**src/rtl/rst_seq_pkg.sv**
```systemverilog
// Shared types and configuration checks for the staged reset/enable sequencer.
package rst_seq_pkg;

    typedef enum logic [1:0] {
        ST_HOLD  = 2'b00,
        ST_REL   = 2'b01,
        ST_RUN   = 2'b10,
        ST_DRAIN = 2'b11
    } state_e;

    function automatic bit cfg_ok(input int n, input int hold, input int dly, input int cntw);
        if (n < 1 || n > 8)          return 1'b0;
        if (hold < 1 || dly < 1)     return 1'b0;
        if (cntw < 1 || cntw > 31)   return 1'b0;
        if ((longint'(1) << cntw) <= longint'(hold)) return 1'b0;
        if ((longint'(1) << cntw) <= longint'(dly))  return 1'b0;
        return 1'b1;
    endfunction

endpackage

```
**src/rtl/rst_seq_cnt.sv**
```systemverilog
// Phase counter shared by the hold and stage-delay phases; self-clears on reaching the terminal value.
module rst_seq_cnt #(
    parameter int unsigned CNT_W = 8
) (
    input  logic             clk_i,
    input  logic             rst_ni,
    input  logic             clr_i,
    input  logic             inc_i,
    input  logic [CNT_W-1:0] term_i,
    output logic             done_o
);

    logic [CNT_W-1:0] cnt_q, cnt_d;

    assign done_o = inc_i && (cnt_q == term_i);

    always_comb begin
        cnt_d = cnt_q;
        if (clr_i || done_o) begin
            cnt_d = '0;
        end else if (inc_i) begin
            cnt_d = cnt_q + 1'b1;
        end
    end

    always_ff @(posedge clk_i or negedge rst_ni) begin
        if (!rst_ni) begin
            cnt_q <= '0;
        end else begin
            cnt_q <= cnt_d;
        end
    end

endmodule

```
**src/rtl/rst_seq.sv**
```systemverilog
// Staged reset/enable sequencer: releases N_STAGE domains in order and replays on soft-reset request.
module rst_seq
    import rst_seq_pkg::*;
#(
    parameter int unsigned N_STAGE   = 4,
    parameter int unsigned HOLD_CYC  = 16,
    parameter int unsigned STAGE_DLY = 8,
    parameter int unsigned CNT_W     = 8
) (
    input  logic               clk,
    input  logic               rst,
    input  logic               soft_req,
    output logic               soft_ack,
    output logic [N_STAGE-1:0] stage_rst,
    output logic [N_STAGE-1:0] stage_en,
    output logic               ready,
    output logic [2:0]         stage_idx
);

    if (!cfg_ok(N_STAGE, HOLD_CYC, STAGE_DLY, CNT_W)) begin : g_bad_cfg
        $error("rst_seq: parameter set out of range");
    end

    localparam logic [CNT_W-1:0] HOLD_TERM = CNT_W'(HOLD_CYC - 1);
    localparam logic [CNT_W-1:0] DLY_TERM  = CNT_W'(STAGE_DLY - 1);
    localparam logic [2:0]       LAST_IDX  = 3'(N_STAGE - 1);

    state_e             state_q, state_d;
    logic [N_STAGE-1:0] srst_q, srst_d;
    logic [N_STAGE-1:0] en_q, en_d;
    logic               ready_q, ready_d;
    logic               ack_q, ack_d;
    logic [2:0]         idx_q, idx_d;

    logic               cnt_clr, cnt_inc, cnt_done;
    logic [CNT_W-1:0]   cnt_term;

    rst_seq_cnt #(.CNT_W(CNT_W)) u_cnt (
        .clk_i  (clk),
        .rst_ni (rst),
        .clr_i  (cnt_clr),
        .inc_i  (cnt_inc),
        .term_i (cnt_term),
        .done_o (cnt_done)
    );

    always_comb begin
        state_d  = state_q;
        srst_d   = srst_q;
        en_d     = en_q;
        ready_d  = ready_q;
        ack_d    = 1'b0;
        idx_d    = idx_q;
        cnt_clr  = 1'b0;
        cnt_inc  = 1'b0;
        cnt_term = HOLD_TERM;

        unique case (state_q)
            ST_HOLD: begin
                cnt_inc = 1'b1;
                if (cnt_done) begin
                    state_d   = ST_REL;
                    srst_d[0] = 1'b0;
                end
            end
            ST_REL: begin
                cnt_inc  = 1'b1;
                cnt_term = DLY_TERM;
                if (cnt_done) begin
                    // Enable the current stage and release the next one on the same edge.
                    for (int unsigned k = 0; k < N_STAGE; k++) begin
                        if (k == 32'(idx_q))        en_d[k]   = 1'b1;
                        if (k == 32'(idx_q) + 1)    srst_d[k] = 1'b0;
                    end
                    idx_d = idx_q + 3'd1;
                    if (idx_q == LAST_IDX) begin
                        state_d = ST_RUN;
                        ready_d = 1'b1;
                    end
                end
            end
            ST_RUN: begin
                cnt_clr = 1'b1;
                if (soft_req) begin
                    state_d = ST_DRAIN;
                    en_d    = '0;
                    ready_d = 1'b0;
                end
            end
            ST_DRAIN: begin
                cnt_clr = 1'b1;
                state_d = ST_HOLD;
                srst_d  = '1;
                ack_d   = 1'b1;
                idx_d   = '0;
            end
            default: begin
                state_d = ST_HOLD;
            end
        endcase
    end

    always_ff @(posedge clk or negedge rst) begin
        if (!rst) begin
            state_q <= ST_HOLD;
            srst_q  <= '1;
            en_q    <= '0;
            ready_q <= 1'b0;
            ack_q   <= 1'b0;
            idx_q   <= '0;
        end else begin
            state_q <= state_d;
            srst_q  <= srst_d;
            en_q    <= en_d;
            ready_q <= ready_d;
            ack_q   <= ack_d;
            idx_q   <= idx_d;
        end
    end

    assign stage_rst = srst_q;
    assign stage_en  = en_q;
    assign ready     = ready_q;
    assign soft_ack  = ack_q;
    assign stage_idx = idx_q;

endmodule
```
**config.mk**
```make
export PLATFORM = sky130hd
export DESIGN_NAME = rst_seq
export DESIGN_NICKNAME = d
export VERILOG_FILES = /design/src/rtl/rst_seq_pkg.sv /design/src/rtl/rst_seq_cnt.sv /design/src/rtl/rst_seq.sv
export SDC_FILE = /design/constraint.sdc
export NUM_CORES = 1
export LEC_CHECK = 0
export BUFFER_PORTS_ARGS = -buffer_cell sky130_fd_sc_hd__buf_2
export CORE_MARGIN = 1.5
export CORE_UTILIZATION = 45
export DETAILED_ROUTE_END_ITERATION = 12
export PLACE_DENSITY = 0.67
export RECOVER_POWER = 50
export SYNTH_ARGS = -nofsm -noshare
export SYNTH_HDL_FRONTEND = slang
export SYNTH_SLANG_ARGS = --single-unit
```
**constraint.sdc**
```tcl
create_clock -name clk -period 2.2 [get_ports clk]
set_clock_uncertainty 0.05 [all_clocks]
set_input_delay 0.33 -clock clk [delete_from_list [all_inputs] [get_ports clk]]
set_output_delay 0.33 -clock clk [all_outputs]
set_load 0.05 [all_outputs]
```
==> results.cfg, run 1 <==
[clock_network]
cts_inserted_buffers = 3
clock-sinks = 22
cts_tree = done
clock_latency_ps = 330
htreeDepth = 1
path_clk_slew_ps = 140
cts_buffer_depth = 2
cts_root_buf = clkbuf_4

[synthesis]
syn_inst = 135
synth_compound_area_share_pct = 16.2
ys_ff_latch = 22
syn_area_per_cell_sq_um = 9.82
yosys_warnings = 0
synth_nets = 149
ys_seq_area_share_pct = 41.9
synthAdderAreaFrac_pct = 10.4
synthMuxAreaShare_pct = 2.45
synthesis.area_sq_um = 1330
yosys.area_share.simple_pct = 18.7
yosys.cell_types.count = 37
synth-xor-area-share_pct = 5.28
synth_top_family_by_area = simple AND/OR/NAND/NOR gates

[floorplan]
die_w_um = 57.3
row_count = 19
boundaryPins = 16
die-area_sq_um = 3280
core-area_sq_um = 2780
floorplan.initialDensity_pct = 47.7
die_h_um = 57.3

[worst_hold_path]
hold_path_class = input pin to register

[power_and_ir_drop]
p_sw_uw = 1260
combPwrFrac_pct = 60.4
powerDensity_nw_per_um2 = 1610
power.leakage_uw = 0.000693
p_sw_share_pct = 49.6
peakVddDrop_mv = 1.06
clock_power_share_pct = 12.7
seq_power_share_pct = 26.9
power_uw = 2540
p_int_uw = 1280

[setup_path]
r2r_start = u_cnt.cnt_q[5]$_DFFE_PN0P_
cp-endpoint = state_q[1]$_DFFE_PN0P_
arrival_ps = 2320
cp-end-kind = register
r2r_cells = 4
path_class = register to register
critPathLaunch = u_cnt.cnt_q[5]$_DFFE_PN0P_
r2r-end = state_q[1]$_DFFE_PN0P_
reg2reg_slack_ps = 60
crit_fanout = 4
worstPathRequired_ps = 2380
worst_setup_path_start_kind = register

[drt]
drcViolationCount = 0
via_per_inst = 5.76
first_pass_iters = 4
postRouteAntennaNets = 0
post_drt_wl_per_cell_um = 15.3
dr.first_iter.drc_count = 19
route.vias.total = 1101
routed_wirelength_um = 2930

[global_routing]
grt_pass1_wl_um = 4930
grt_antenna_before_repair = 0
grt_pass1_vias = 1084
grt_usage_pct = 19.4
grt_overflow = 0
grt_max_degree = 23

[layout]
nNetsFinal = 175
fin_cells = 191
fillers = 246
num_antenna_cells = 0
final_common_cell = dfrtp_1
final_cell_mix = dfrtp_1 (16), nor2_1 (13), a21oi_1 (12)
layout-drive-gt1-share_pct = 27.5
area_growth_pct = 19.4

[sta]
tightestPinTransition_ps = 1210
period_needed_ps = 2140
setup_viol = 0
rsz0062_at_grt = false
setup_tns_ps = 0
drv_slew = 0
setup_ws_ps = 62.5
finalCritPeriodShare_pct = 97.2
max_freq_mhz = 468
hold_viol = 0
slew_headroom_pct = 19.2

[place]
dpl.hpwl_um = 2040
io_buffers = 15
dp.cells = 183
pre_cts_slack_ps = -4.03
finalWeightedCongestion = 0.845

[run]
max_cap_violations = 0

[status]
outcome = finished, final reports clean
-- synthesized netlist by cell type --
master / n / share of area [%]
a31o_2: 2 / 1.3
and3_1: 1 / 0.47
xor2_1: 4 / 2.6
mux2_1: 1 / 0.85
or2_2: 1 / 0.47
dfstp_2: 4 / 7.9
clkbuf_1: 5 / 1.4
nor3_1: 2 / 0.75
a2bb2oi_1: 1 / 0.66
nand2_1: 8 / 2.3
and2_1: 2 / 0.94
nand3_1: 7 / 2.6
nand2b_1: 2 / 0.94
buf_4: 1 / 0.57
ha_1: 11 / 10
a311oi_1: 6 / 4.0
o311ai_0: 1 / 0.66
nor4bb_1: 1 / 0.75
nor2_1: 13 / 3.7
xnor2_1: 4 / 2.6
dfrtp_1: 18 / 34
a211oi_2: 1 / 0.94
inv_1: 8 / 2.3
nor2b_1: 1 / 0.47
nand4_1: 2 / 0.94
a21oi_1: 12 / 4.5
or3_1: 3 / 1.4
or4_4: 1 / 0.85
nor4_1: 2 / 0.94
mux2_2: 1 / 0.85
a31oi_1: 1 / 0.47
a221oi_4: 1 / 2.0
o211ai_1: 3 / 1.7
or4_1: 1 / 0.57
mux2i_1: 1 / 0.75
or3_2: 1 / 0.57
buf_6: 1 / 0.85
-- critical path, cell delays in order, from the launching register on --
cell	delay, ps
dfrtp_1	400
or4_4	560
or3_4	390
a221oi_4	330
mux2_4	330
-- cell type report --
class                      instances  area (sq um)  area share [%]
timing repair buffer              28           168            10.6
clock buffer                       3          22.5            1.42
sequential                        22           558            35.2
inverter                           8          30.0            1.90
tap                               31          38.8            2.45
clock inverter                     1          30.0            1.90
multi-input combinational         98           737            46.5
-- sequential cells by signal (all words and copies together), names as in the netlist --
register and count:
stage_rst 4, stage_en 4, u_cnt.cnt_q 8, state_q 2, soft_ack 1, stage_idx 3
-- layer usage --
metal	vias up	GRT usage, %	share of wire [%]
li1	531	-	-
met1	535	25.5	48
met2	26	31.5	47
met3	9	5.44	3.8
met4	0	4.98	1.5
met5	-	0	0
-- cell families after synthesis --
| logic type | count (synthesis) |
|---|---|
| DFF | 22 |
| xor gates and xnor gates | 8 |
| adders and majority gates | 11 |
| muxes | 3 |
| and+or+nand+nor | 48 |
| buffers and inverters | 15 |
| AOI/OAI and AO/OA | 28 |
-- timing repair --
action | in CTS | in global routing
buffers inserted | 1 | 2
resized for setup | 2 | 5
pin swaps | 1 | 0
hold buffers | 1 | 0
setup endpoints to repair | 2 | 5
hold endpoints to repair | 18 | 0
-- metrics by stage --
step                cell area [sq um]  hold slack (ps)  utilization [%]
global route                     1580              296             57.0
detailed placement               1480              277             53.2
finish                           1580              281             57.0
global placement                 1480              276             53.2
CTS                              1560              277             56.0
floorplan                        1340            -15.6                -
-- power by group through the flow --
stage / Sequential, uW / Clock (uW) / Combinational, uW
3_5_place_dp: 688 / 0 / 1450
4_1_cts: 682 / 330 / 1480
3_3_place_gp: 682 / 0 / 1420
5_1_grt: 706 / 342 / 1670
2_1_floorplan: 1040 / 0 / 748
6_report: 685 / 324 / 1530
-- worst min-delay path by stage --
| stage | endpoint | slack, ps | start | depth (start not counted) |
|---|---|---|---|---|
| after floorplan | soft_ack$_DFF_PN0_ | -20 | rst | 0 |
| after global placement | stage_en[1]$_DFFE_PN0P_ | 280 | rst | 1 |
| after detailed placement | stage_en[1]$_DFFE_PN0P_ | 280 | rst | 1 |
| after CTS | stage_en[0]$_DFFE_PN0P_ | 280 | soft_req | 4 |
| after global routing | stage_en[0]$_DFFE_PN0P_ | 300 | soft_req | 4 |
| final | stage_en[0]$_DFFE_PN0P_ | 280 | soft_req | 4 |
Note: power is estimated with default switching activity, not from simulation.
==> run 2: changes to the inputs <==
--- a/config.mk
+++ b/config.mk
@@ -9,7 +9,7 @@
 export CORE_MARGIN = 1.5
 export CORE_UTILIZATION = 45
 export DETAILED_ROUTE_END_ITERATION = 12
-export PLACE_DENSITY = 0.67
+export PLACE_DENSITY_LB_ADDON = 0.15
 export RECOVER_POWER = 50
 export SYNTH_ARGS = -nofsm -noshare
 export SYNTH_HDL_FRONTEND = slang
==> run 2 against run 1 <==
Compared with the run above:
- the run now ends with negative setup slack left
- clock power is 31% lower
- clock-buffer cell count is 1 higher
- die area stayed put
- combinational power hardly changed
- register-to-register slack worse by 70 ps
- power is 5.9% lower
- critical path depth is 1 higher
- sequential share of layout area is 0.17 points lower
- via count is 0.82% higher
- largest cell class unchanged
==> results.cfg, run 2 (synthesis results as in run 1) <==
[status]
outcome = complete, but fails checks
violations = negative setup slack

[floorplan]
core-area_sq_um = 2780
die_h_um = 57.3
floorplan.initialDensity_pct = 47.7
row_count = 19
die_w_um = 57.3
boundaryPins = 16
die-area_sq_um = 3280

[layout]
layout-drive-gt1-share_pct = 29.9
final_cell_mix = dfrtp_1 (16), buf_4 (14), nor2_1 (13)
final_common_cell = dfrtp_1
area_growth_pct = 20.0
fillers = 260
fin_cells = 195
largest_register = u_cnt.cnt_q
regArea_sq_um = 558
largest_register_ffs = 8
multi_input_area_sq_um = 726
num_antenna_cells = 0
nNetsFinal = 179

[sta]
period_needed_ps = 2210
hold_viol = 0
tightestPinTransition_ps = 1210
setup_ws_ps = -7.82
rsz0062_at_grt = true
slew_headroom_pct = 19.1
drv_slew = 0
setup_viol = 1
max_freq_mhz = 453
finalCritPeriodShare_pct = 100

[clock_network]
htreeDepth = 1
cts_root_buf = clkbuf_4
clock-sinks = 22
cts_inserted_buffers = 3
cts_buffer_depth = 2
clock_latency_ps = 300
path_clk_slew_ps = 130
cts_tree = done

[place]
io_buffers = 15
dpl.hpwl_um = 2060
dp.cells = 186
pre_cts_slack_ps = 8.37
finalWeightedCongestion = 0.785

[drt]
routed_wirelength_um = 2820
route.vias.total = 1110
first_pass_iters = 4
drcViolationCount = 0
postRouteAntennaNets = 0
dr.first_iter.drc_count = 40
via_per_inst = 5.69
post_drt_wl_per_cell_um = 14.4

[power_and_ir_drop]
seq_power_share_pct = 27.5
p_sw_uw = 1200
powerDensity_nw_per_um2 = 1500
clock_power_share_pct = 9.3
power.leakage_uw = 0.000713
p_sw_share_pct = 50.1
p_int_uw = 1190
peakVddDrop_mv = 0.870
combPwrFrac_pct = 63.2

[global_routing]
grt_max_degree = 23
grt_antenna_before_repair = 0
grt_overflow = 0
grt_pass1_vias = 1110
grt_usage_pct = 19.3
grt_pass1_wl_um = 4940

[worst_hold_path]
hold_path_class = input pin to register

[setup_path]
slowest_stage = or4_4
r2r-end = stage_en[0]$_DFFE_PN0P_
reg2reg_slack_ps = -8
cp-end-kind = register
worstPathRequired_ps = 2400
r2r_cells = 5
worst_setup_path_start_kind = register
max_stage_delay_ps = 570
arrival_ps = 2410
critPathLaunch = u_cnt.cnt_q[4]$_DFFE_PN0P_
crit_fanout = 6
cp-endpoint = stage_en[0]$_DFFE_PN0P_
path_class = register to register
crit_chain = or4_4 -> or3_4 -> buf_6 -> or4_1 -> nand3_1
r2r_start = u_cnt.cnt_q[4]$_DFFE_PN0P_

[run]
max_cap_violations = 0
run 2: worst min-delay path by stage:
stage,startpoint,to,cells past startpoint
3_3_place_gp,rst,stage_en[1]$_DFFE_PN0P_,1
5_1_grt,soft_req,stage_en[2]$_DFFE_PN0P_,4
6_report,soft_req,stage_en[2]$_DFFE_PN0P_,4
2_1_floorplan,rst,soft_ack$_DFF_PN0_,0
3_5_place_dp,rst,stage_en[2]$_DFFE_PN0P_,1
4_1_cts,soft_req,stage_en[0]$_DFFE_PN0P_,4
run 2: layout make-up:
class                      instances  share of cell area, %
sequential                        22                   35.1
tap                               31                   2.44
inverter                           8                   1.89
timing repair buffer              32                   12.7
clock buffer                       4                   2.28
multi-input combinational         98                   45.6
run 2: power by group through the flow:
stage                     Clock, uW  Sequential, uW  Combinational [uW]
after floorplan                   0            1040                 748
after global placement            0             660                1470
after detailed placement          0             668                1500
after CTS                       234             660                1500
after global routing            247             678                1660
final                           222             659                1510
run 2: worst max-delay path: cells and delay by family, from the launching register on:
kind                   cells  cell delay [ps]
flip-flops                 1              400
buffers and inverters      1              140
AND/OR/NAND/NOR            4             1560
run 2: what timing repair did:
item                                   in CTS  in global routing
hold buffers                                1                  0
resized for setup                           2                  3
endpoints found under the hold margin      18                  0
cloned                                      0                  0
buffers inserted                            0                  4
setup endpoints to repair                   2                  5
pin swaps                                   1                  5
run 2: metal layers:
layer  global-route usage (%)  part of all wire (%)  wire, um
met2                     34.0                    51      1450
met5                        0                     0         0
met1                     24.3                    45      1260
met4                     6.31                  0.64        18
met3                     2.72                   3.3        92
run 2: metrics by stage:
| step | TNS (ps) | total power (uW) | utilization [%] | hold WS [ps] | instance area (sq um) |
|---|---|---|---|---|---|
| global placement | 0 | 2130 | 54.0 | 265 | 1500 |
| detailed placement | 0 | 2170 | 54.0 | 275 | 1500 |
| finish | -7.82 | 2390 | 57.2 | 324 | 1590 |
| floorplan | 0 | 1790 | - | -15.6 | 1340 |
| CTS | 0 | 2390 | 56.0 | 307 | 1560 |
| global route | -88.9 | 2590 | 57.2 | 349 | 1590 |
